<file path="config.mk">
export PLATFORM = sky130hd
export DESIGN_NAME = seq_detect_sched
export DESIGN_NICKNAME = d
export VERILOG_FILES = /design/src/rtl/seq_sched_pkg.sv /design/src/rtl/seq_next_state.sv /design/src/rtl/seq_detect_sched.sv
export SDC_FILE = /design/constraint.sdc
export NUM_CORES = 1
export LEC_CHECK = 0
export ABC_AREA = 1
export BUFFER_PORTS_ARGS = -buffer_cell sky130_fd_sc_hd__buf_2
export CELL_PAD_IN_SITES_DETAIL_PLACEMENT = 0
export CELL_PAD_IN_SITES_GLOBAL_PLACEMENT = 1
export CORE_MARGIN = 4
export CORE_UTILIZATION = 35
export DETAILED_ROUTE_END_ITERATION = 6
export PLACE_DENSITY = 0.81
export SLEW_MARGIN = 20
export SYNTH_ARGS = -nofsm -noshare
export SYNTH_HDL_FRONTEND = slang
export SYNTH_SLANG_ARGS = --single-unit
export TNS_END_PERCENT = 10
</file>
<file path="constraint.sdc">
create_clock -name clk -period 1.9 [get_ports clk]
set_input_delay 0.19 -clock clk [delete_from_list [all_inputs] [get_ports clk]]
set_output_delay 0.19 -clock clk [all_outputs]
set_load 0.05 [all_outputs]
</file>
<file path="src/rtl/seq_sched_pkg.sv">
// Shared types and constants for the time-shared sequence detector.
// The state encodings are fixed because saved states are visible in the history registers.
package seq_sched_pkg;

  localparam int unsigned NCH_DEFAULT = 4;
  localparam int unsigned ST_W        = 3;

  typedef logic [ST_W-1:0] state_t;

  localparam state_t ST_A = 3'd0;
  localparam state_t ST_B = 3'd1;
  localparam state_t ST_C = 3'd2;
  localparam state_t ST_D = 3'd3;
  localparam state_t ST_E = 3'd4;
  localparam state_t ST_F = 3'd5;

  // Detect flag: only E and F count, so illegal encodings read as 0.
  function automatic logic is_detect(input state_t s);
    return (s == ST_E) || (s == ST_F);
  endfunction

endpackage

</file>
<file path="src/rtl/seq_next_state.sv">
// Six-state transition table shared by all channels; illegal encodings recover to A.
module seq_next_state
  import seq_sched_pkg::*;
(
  input  state_t cur,
  input  logic   w,
  output state_t nxt_c
);

  always_comb begin
    nxt_c = ST_A;
    case (cur)
      ST_A:    nxt_c = w ? ST_A : ST_B;
      ST_B:    nxt_c = w ? ST_D : ST_C;
      ST_C:    nxt_c = w ? ST_D : ST_E;
      ST_D:    nxt_c = w ? ST_A : ST_F;
      ST_E:    nxt_c = w ? ST_D : ST_E;
      ST_F:    nxt_c = w ? ST_D : ST_C;
      default: nxt_c = ST_A;
    endcase
  end

endmodule

</file>
<file path="src/rtl/seq_detect_sched.sv">
// Round-robin scheduler that time-shares one detector across NCH channels,
// keeping a saved state per channel and updating only the granted one.
module seq_detect_sched
  import seq_sched_pkg::*;
#(
  parameter int unsigned NCH = NCH_DEFAULT
) (
  input  logic           clk,
  input  logic           reset,
  input  logic [NCH-1:0] req_valid,
  input  logic [NCH-1:0] req_w,
  input  logic [NCH-1:0] clr,
  output logic [NCH-1:0] req_ready,
  output logic [NCH-1:0] z,
  output logic [NCH-1:0] z_valid,
  output logic           busy
);

  localparam int unsigned PW = (NCH > 1) ? $clog2(NCH) : 1;

  state_t         st_q [NCH];
  logic [PW-1:0]  ptr_q;
  logic [NCH-1:0] zv_q;

  logic [NCH-1:0] elig_c;
  logic [NCH-1:0] grant_c;
  logic [PW-1:0]  gidx_c;
  logic           any_c;
  state_t         cur_c;
  state_t         nxt_c;
  logic           w_c;

  // Cleared channels never compete; nothing is granted while reset holds.
  assign elig_c = req_valid & ~clr & {NCH{~reset}};

  // First eligible channel at or after ptr, wrapping modulo NCH.
  always_comb begin
    logic [PW:0] idx;
    any_c  = 1'b0;
    gidx_c = '0;
    idx    = '0;
    for (int unsigned k = 0; k < NCH; k++) begin
      idx = {1'b0, ptr_q} + (PW+1)'(k);
      if (idx >= (PW+1)'(NCH)) idx = idx - (PW+1)'(NCH);
      if (!any_c && elig_c[idx[PW-1:0]]) begin
        any_c  = 1'b1;
        gidx_c = idx[PW-1:0];
      end
    end
  end

  assign grant_c   = any_c ? (NCH'(1) << gidx_c) : '0;
  assign req_ready = grant_c;
  assign busy      = |req_valid;

  assign cur_c = st_q[gidx_c];
  assign w_c   = req_w[gidx_c];

  seq_next_state u_next (
    .cur   (cur_c),
    .w     (w_c),
    .nxt_c (nxt_c)
  );

  always_ff @(posedge clk or posedge reset) begin
    if (reset) begin
      ptr_q <= '0;
    end else if (any_c) begin
      ptr_q <= (32'(gidx_c) == NCH - 1) ? '0 : gidx_c + PW'(1);
    end
  end

  // Clear wins over a sample; the arbiter already excludes cleared channels.
  always_ff @(posedge clk or posedge reset) begin
    if (reset) begin
      for (int unsigned i = 0; i < NCH; i++) st_q[i] <= ST_A;
    end else begin
      for (int unsigned i = 0; i < NCH; i++) begin
        if (clr[i])          st_q[i] <= ST_A;
        else if (grant_c[i]) st_q[i] <= nxt_c;
      end
    end
  end

  always_ff @(posedge clk or posedge reset) begin
    if (reset) zv_q <= '0;
    else       zv_q <= grant_c;
  end

  assign z_valid = zv_q;

  always_comb begin
    z = '0;
    for (int unsigned i = 0; i < NCH; i++) z[i] = is_detect(st_q[i]);
  end

endmodule

</file>
# Word-level counts from Yosys, hierarchy flattened
# Cells that the tools add are included.
classes:
  n_addsub: 8
  magnitude_cmp: 10
  n_eq_ne: 14
  shifts: 1
  muxes: 40
  n_bitwise: 5
  reduce_logical: 18
ops:
  columns: ["operator", "n"]
  rows:
  - ["3-bit two-way mux", 12]
  - ["3-bit equality test, second input constant", 10]
  - ["2-bit two-way mux", 9]
  - ["2-bit by 3-bit less-than comparator with 1-bit output, second input constant", 5]
  - ["3-bit greater-or-equal comparator, second input constant", 4]
  - ["3-bit case mux with 4 select lines", 1]
  - ["1-bit two-way mux", 11]
  - ["1-bit binary-select mux with 2-bit select", 5]
  - ["4-bit bitwise AND", 2]
  - ["2-bit nonzero test", 4]
  - ["2-bit by 1-bit subtractor with 2-bit output, second input constant", 4]
  - ["2-bit by 2-bit adder with 3-bit output, second input constant", 2]
  - ["3-bit binary-select mux with 2-bit select", 1]
  - ["3-bit by 2-bit equality test with 1-bit output, second input constant", 2]
  - ["1-bit logical OR", 4]
  - ["4-bit two-way mux", 1]
  - ["4-bit inverter", 1]
  - ["2-bit OR reduction", 2]
  - ["4-bit OR reduction", 1]
  - ["1-bit by 2-bit left shift with 4-bit output, first input constant", 1]
  - ["2-bit by 1-bit adder with 3-bit output, second input constant", 1]
  - ["3-bit by 1-bit equality test with 1-bit output, second input constant", 1]
  - ["2-bit by 3-bit greater-or-equal comparator with 1-bit output, second input constant", 1]
  - ["1-bit logical AND", 3]
  - ["other kinds (6)", 8]
totals:
  regBits: 18
  input_bits: 14
  out_inout_bits: 13
  word_cells: 102

# Longest topological paths before layout
# Gate-level depths: netlist of the first run.
logic_depth:
  depth_word: 24
  depth_mapped: 23
  mapped_depth_nobuf: 21

# By module
# Synthesis of the first run repeated with hierarchy kept, for this count alone.
hier_totals:
  hier_cells: 190
  hier_area_um2: 1368.8
modules_own_cells:
  columns: ["module", "instances", "cells_each", "area_each_um2", "seq_area_each_um2"]
  rows:
  - ["seq_detect_sched", 1, 176, 1305.0, 450.4]
  - ["seq_next_state", 1, 14, 63.8, 0.0]

# Least setup slack after synthesis of the first run
# OpenSTA, ideal clock, no wires.
synth_path:
  path_type: "reg-to-reg"
  start: "reg ptr_q[0]"
  end: "reg st_q[2] (netlist bit)"
  setup_ns: 0.121
  t_arrival_ns: 2.604
  required_ns: 1.779
  slack_ns: -0.825
  path_stages_with_launch: 20
  path_buffers: 2
  period_less_slack_ns: 2.725
  path_cell_list: "dfrtp_1 -> buf_6 -> inv_6 -> nand2_1 -> nand2_2 -> inv_2 -> nand3_2 -> nand2_4 -> nand2_2 -> nand2_2 -> nor2_2 -> nand2_4 -> nand2_4 -> buf_8 -> ha_1 -> inv_1 -> nor2_1 -> nor2_1 -> nand2_1 -> o21ai_1"
synth_via:
  elab_cells_between_ends: 59
synth_rtl:
  columns: ["item", "line_no", "text"]
  rows:
  - ["start: declaration", "seq_detect_sched.sv:22", "logic [PW-1:0] ptr_q;"]
  - ["start signal: assignment", "seq_detect_sched.sv:69", "ptr_q <= (32'(gidx_c) == NCH - 1) ? '0 : gidx_c + PW'(1);"]
  - ["branches (longest 15 deep; another with 2-bit by 1-bit adder with 3-bit output)", null, null]
  - ["4-bit two-way mux (*)", "seq_detect_sched.sv:52", "assign grant_c = any_c ? (NCH'(1) << gidx_c) : '0;"]
  - ["via req_ready[3]", "seq_detect_sched.sv:13", "output logic [NCH-1:0] req_ready,"]
  - ["2-bit nonzero test (no line) (*)", null, null]
  - ["end signal: indexed assignment", "seq_detect_sched.sv:80", "else if (grant_c[i]) st_q[i] <= nxt_c;"]
  - ["end: declaration", "seq_detect_sched.sv:21", "state_t st_q [NCH];"]
# Mark *: on every way through the listed nets, which the timed path passes. The select of a mux whose other input is x is not followed.
# A chain may end at the register's enable or synchronous reset.

# Worst setup path in the final report of the first run
layout_path:
  start: "reg ptr_q[0]"
  end: "out req_ready[1]"
layout_via:
  elab_chain_len: 16
  elab_cells_between_ends: 39
layout_rtl:
  columns: ["item", "line_no"]
  rows:
  - ["branches (longest 15 deep; another with 2-bit by 1-bit adder with 3-bit output)", null]
  - ["4-bit two-way mux (*)", "seq_detect_sched.sv:52"]
  - ["end: declaration", "seq_detect_sched.sv:13"]
# Mark *: on every way between the ends. The select of a mux whose other input is x is not followed.

==> results of run 1 <==
[state kept, by name, summed over array words and instances (netlist names)]
register  count
ptr_q         2
st_q         12
z_valid       4
[worst reg2reg max path, delay by kind of cell (launching register included)]
kind	cells	cell delay (ns)
DFF	1	0.46
and+or+nand+nor	16	1.39
buffers and inverters	3	0.37
[repair_timing]
item | 4_1_cts | 5_1_grt
setup endpoints to repair | 21 | 22
buffers inserted | 4 | 1
gates cloned | 1 | 0
pin swaps | 10 | 14
hold endpoints to repair | 0 | 0
gates resized for setup | 27 | 26
[stage by stage]
stage,std cells,util,setup WS (ns)
global route,311,0.585,-0.628
floorplan,199,-,-0.278
CTS,310,0.556,-0.485
detailed placement,301,0.506,-0.469
global placement,301,0.506,-0.396
finish,311,0.585,-0.466
[area by class of cell]
| cell class | instances | area (sq um) |
|---|---|---|
| Fill cell | 333 | 1570 |
| Multi-Input combinational cell | 156 | 1060 |
| Timing Repair Buffer | 61 | 479 |
| Sequential cell | 18 | 452 |
| Inverter | 24 | 103 |
| Tap cell | 48 | 60.1 |
| Clock buffer | 4 | 55.1 |
[cells in the final DEF, fill, tap and decap left out]
cell      synthesis  routed
dfrtp_1          18      17
nor2_2            1       2
a21oi_4           1       1
buf_2             0      22
o21ai_2           2       3
inv_4             0       1
nor3_1            4       4
nand2_1          65      55
buf_4             0      30
nand4_1           3       3
o21ai_1           4       3
inv_6             1       1
clkinv_1          1       1
a21oi_1           2       1
nand2_2          12      15
buf_12            0       4
ha_4              0       3
nand2_4           4      11
nand3_4           0       2
clkinv_4          0       1
nand3_2           8      12
buf_8             1       2
nand2_8           0       1
o21ai_4           0       1
nor2_1           16      10
inv_2             4       7
ha_2              0       1
nand3_1          25      19
clkbuf_8          0       4
buf_6             1       3
nor2_4            1       6
inv_1            18      13
or4_1             1       1
a21oi_2           0       1
nand4_4           1       1
dfrtp_2           0       1
[logic make-up (layout without fill, tap and decap cells)]
family | Yosys count | count (layout) | share of synthesized area
AND/OR/NAND/NOR | 141 | 142 | 0.508
buffers and inverters | 26 | 89 | 0.0864
flip-flops | 18 | 18 | 0.321
AO/OA/AOI/OAI | 10 | 10 | 0.0490
adder cells (fa/ha/maj) | 4 | 4 | 0.0356
[routing by layer]
layer	routed length, um	vias to the layer above
met3	139	7
met1	1870	671
met5	0	-
li1	-	768
met2	1770	32
met4	82	0
[path summary, 6_finish.rpt]
check | from | endpoint | slack [ns]
max | ptr_q[0]$_DFFE_PP0P_ | req_ready[1] | -0.47
min | reset | z_valid[1]$_DFF_PP0_ | 0.06
max reg2reg | ptr_q[0]$_DFFE_PP0P_ | st_q[10]$_DFFE_PP0P_ | -0.38
min reg2reg | st_q[0]$_DFFE_PP0P_ | st_q[0]$_DFFE_PP0P_ | 0.50
max in group asynchronous | reset | ptr_q[0]$_DFFE_PP0P_ | 1.35
min in group clk | clr[1] | st_q[7]$_DFFE_PP0P_ | 0.30
==> impl_metrics.csv, run 1 <==
group,metric,value,unit
global_routing,use_met1,0.239,
clock_tree,cts_max_path_buffers,2,
sta,whs,0.0638,ns
final_layout,diodes,0,
placement,dp_hpwl,3.06,mm
placement,place_area,1910,sq um
drt,via_per_inst,4.75,
die,die_area,5090,sq um
sta,rsz0062_at_grt,"true",
die,io_pins,27,
logic_synthesis,ys.flop_type,"dfrtp_1",
placement,gp_congestion,0.936,
worst_setup_path,reg2reg_depth,19,
final_layout,design_area,2210,sq um
worst_setup_path,critical_path_arrival,2.18,ns
logic_synthesis,ys_top_cells_by_area,"dfrtp_1, nand2_1, nand3_1",
global_routing,antenna_found_initial,0,
worst_setup_path,path_buf_inv,6,
clock_tree,insertion_delay,0.26,ns
logic_synthesis,synth_nets,217,
die,die_y,71.4,um
global_routing,grt_use_met3,0.0182,
worst_setup_path,worst_ep_required_time,1.71,ns
worst_setup_path,endpoint_kind,"primary output",
die,fp.coreArea,3770,sq um
logic_synthesis,synth_most_common_cell,"nand2_1",
worst_setup_path,crit_family,"buffers and inverters",
global_routing,grt_pass1_wl,7.16,mm
global_routing,use_met2,0.280,
clock_tree,htreeDepth,1,
status,status,"complete, but fails checks",
final_layout,fin_nets,282,
global_routing,grt_busiest_layer,"met2",
logic_synthesis,syn-cell-area,1410,sq um
clock_tree,ctsRootBufferMaster,"clkbuf_8",
logic_synthesis,synth_top_area_share,0.321,
drt,avgRoutedWirePerCell,12.4,um
logic_synthesis,ys_types,25,
drt,drc,0,
sta,tightest_slew,0.698,ns
die,row_count,22,
logic_synthesis,synth_edf_count,0,
drt,dr.pass1.iters,4,
logic_synthesis,yosys_warnings,0,
sta,finalCritPeriodShare,1.25,
worst_setup_path,cpMostUsedCell,"nand2_4",
final_layout,drive_gt1_frac,0.517,
clock_tree,clock-sinks,18,
sta,finalHoldViolCount,0,
drt,wl,3.87,mm
sta,setup_slack,-0.466,ns
logic_synthesis,ys_seq_elements,18,
final_layout,area_growth,57.0,%
worst_setup_path,worstSetupPathType,"flip-flop to primary output",
die,die_w,71.4,um
worst_setup_path,critPathSlowestCell,"dfrtp_2",
global_routing,track_usage,0.173,
drt,drtAntennaViolNets,0,
global_routing,grt_remaining_overflow,0,
logic_synthesis,syn_inst,199,
sta,slew_violations,0,
clock_tree,clk_pin_slew,0.07,ns
worst_setup_path,crit_path_cell_trace,"clkinv_4, nand2_4, nand2_4, inv_2, nand3_2, nand2_4, nand4_1, nand3_2, inv_2, buf_12, ha_4, inv_4, nor2_4, buf_8",
sta,finalSetupTns,-6.39,ns
worst_setup_path,crit_fanout,8,
sta,fmax,423,MHz
worst_setup_path,critPathMaxStageDelay,0.47,ns
logic_synthesis,postSynthAreaPerCell,7.06,sq um
sta,period_needed,2.37,ns
global_routing,grt_pass1_vias,1541,
clock_tree,numCtsBuffers,3,
global_routing,grt_max_degree,19,
logic_synthesis,async_reset_ff_frac,1.00,
worst_setup_path,critical_path_depth,14,
sta,fin_skew,0.00428,ns
worst_hold_path,hp-class,"primary input to async pin",
drt,vias,1478,
logic_synthesis,synth_top_cell_by_area,"dfrtp_1",
clock_tree,cts_tree,"done",
sta,setup_viol,17,
status,failed_checks,"negative setup slack",
flow_run,max-cap-violations,0,
worst_setup_path,start_kind,"flip-flop",
placement,io_buffer_count,26,
sta,slew-limit-headroom,0.534,
drt,drt_iter0_drc,119,
clock_tree,cts_hold_buffers,0,
die,start_util,0.373,
logic_synthesis,synth_common_cells,"nand2_1, nand3_1, dfrtp_1, inv_1, nor2_1",
logic_synthesis,seq_area_frac_synth,0.321,
Power of run 1 is left out: the tool's default activity adds up to more than one toggle a clock period on the data nets, which glitch-free logic cannot reach.
==> run 2, diff against run 1 <==
Settings changed: TNS_END_PERCENT 10 to not set.
==> run 2 against run 1 <==
The flow still finishes with violations (negative setup slack); clock skew decreased by 0.0021 ns; worst setup slack about the same; wire length increased by 9.7%; clock-buffer cell count unchanged; die area unchanged; sequential share of layout area decreased by 1.3 points; maximum frequency about the same; register-to-register slack got worse by 0.08 ns; utilization increased by 3.9 points; global-route usage decreased by 1.1 points; sequential cell count unchanged; critical path depth increased by 1; critical path type unchanged; largest cell class unchanged; highest routed layer unchanged.
==> impl_metrics.csv, run 2 (same netlist as run 1, synthesis figures left out) <==
group,metric,value,unit
die,die_y,71.4,um
worst_setup_path,reg2reg_depth,21,
drt,drt_iter0_drc,79,
drt,wl,4.24,mm
flow_run,max-cap-violations,0,
clock_tree,cts_max_path_buffers,2,
drt,vias,1529,
worst_setup_path,worstSetupPathType,"flip-flop to primary output",
final_layout,diodes,0,
sta,slew_violations,0,
die,die_w,71.4,um
worst_hold_path,hp-class,"primary input to async pin",
clock_tree,insertion_delay,0.25,ns
drt,drtAntennaViolNets,0,
placement,dp_hpwl,3.02,mm
final_layout,drive_gt1_frac,0.550,
die,io_pins,27,
worst_setup_path,timing.rr.start,"ptr_q[0]$_DFFE_PP0P_",
sta,slew-limit-headroom,0.536,
global_routing,antenna_found_initial,0,
global_routing,grt_remaining_overflow,0,
worst_setup_path,critical_path_arrival,2.18,ns
die,start_util,0.373,
status,failed_checks,"negative setup slack",
final_layout,fin_cells,319,
placement,placed_cells,300,
final_layout,fin_util,0.624,
final_layout,fin_nets,290,
sta,setup_slack,-0.466,ns
final_layout,fill_cells,324,
worst_setup_path,worst_ep_required_time,1.71,ns
drt,drc,0,
final_layout,final_common_cell,"nand2_1",
worst_setup_path,regToRegEndpoint,"st_q[3]$_DFFE_PP0P_",
placement,gp_congestion,0.854,
die,fp.coreArea,3770,sq um
clock_tree,clk_pin_slew,0.07,ns
die,row_count,22,
drt,avgRoutedWirePerCell,13.3,um
clock_tree,htreeDepth,1,
clock_tree,clock-sinks,18,
sta,fmax,423,MHz
sta,rsz0062_at_grt,"true",
final_layout,final_cell_mix,"nand2_1, buf_4, buf_2, dfrtp_1, nand2_2",
worst_setup_path,crit_fanout,8,
clock_tree,cts_tree,"done",
placement,dp_slack,-0.474,ns
worst_setup_path,rrSetupSlack,-0.46,ns
sta,finalCritPeriodShare,1.25,
final_layout,largest_register,"st_q",
status,status,"complete, but fails checks",
clock_tree,numCtsBuffers,3,
die,die_area,5090,sq um
clock_tree,ctsRootBufferMaster,"clkbuf_8",
sta,fin_skew,0.00222,ns
sta,tightest_slew,0.695,ns
worst_setup_path,endpoint_kind,"primary output",
sta,setup_viol,18,
global_routing,grt_pass1_wl,6.74,mm
sta,period_needed,2.37,ns
drt,via_per_inst,4.79,
sta,finalHoldViolCount,0,
global_routing,grt_max_degree,19,
final_layout,area_growth,67.6,%
drt,dr.pass1.iters,4,
placement,io_buffer_count,26,
worst_setup_path,start_kind,"flip-flop",
global_routing,grt_pass1_vias,1470,
sta,whs,0.0730,ns
final_layout,largest_reg_flops,12,
global_routing,track_usage,0.162,
## run 2: cell count changes in the layout (fill, tap and decap cells not counted), sizes merged
cell / before / now
buf: 61 / 70
clkinv: 2 / 3
inv: 22 / 21
nand2: 82 / 81
## run 2: cell type report
cell class              count  area (sq um)  share of cell area
clock buffers               4          55.1              0.0234
inverters                  24           123              0.0521
multi-input cells         155          1100               0.468
flip-flops and latches     18           452               0.192
well taps                  48          60.1              0.0255
repair buffers             70           564               0.240
## run 2: worst max path at each step
stage                               from                    to
floorplan           ptr_q[0]$_DFFE_PP0P_   st_q[2]$_DFFE_PP0P_
global placement    ptr_q[0]$_DFFE_PP0P_  st_q[11]$_DFFE_PP0P_
detailed placement  ptr_q[0]$_DFFE_PP0P_  st_q[11]$_DFFE_PP0P_
CTS                 ptr_q[0]$_DFFE_PP0P_          req_ready[2]
global route        ptr_q[0]$_DFFE_PP0P_   st_q[4]$_DFFE_PP0P_
finish              ptr_q[0]$_DFFE_PP0P_          req_ready[1]
## run 2: worst max-delay path: stages (launching register included)
cell and delay, ns:
dfrtp_2 0.47, clkinv_4 0.14, nand3_2 0.12, nand2_1 0.08, nand2_1 0.06, nand2_1 0.08, nand2_4 0.08, nand2_4 0.05
nor2_4 0.10, nand2_4 0.08, nand2_8 0.12, buf_6 0.12, ha_4 0.13, inv_4 0.04, nor2_4 0.11, buf_8 0.16
## run 2: metrics by stage
stage          area (sq um)  setup TNS [ns]
3_3_place_gp           1890           -6.18
3_5_place_dp           1890           -6.58
4_1_cts                2110           -6.06
2_1_floorplan          1470           -3.79
5_1_grt                2350           -9.86
6_report               2350           -7.38
## run 2: layer usage
layer | part of all wire | wire (um) | vias up | track usage
li1 | - | - | 784 | -
met1 | 0.48 | 2050 | 716 | 0.233
met2 | 0.49 | 2070 | 24 | 0.262
met3 | 0.023 | 96 | 5 | 0.0140
met4 | 0.0078 | 33 | 0 | 0.0397
met5 | 0 | 0 | - | 0
## run 2: timing repair
action	4_1_cts	5_1_grt
hold buffers	0	0
setup buffers	6	10
gates resized for setup	31	45
setup endpoints to repair	19	21
pin swaps	2	15
hold endpoints to repair	0	0
Power of run 2 is left out for the same reason.
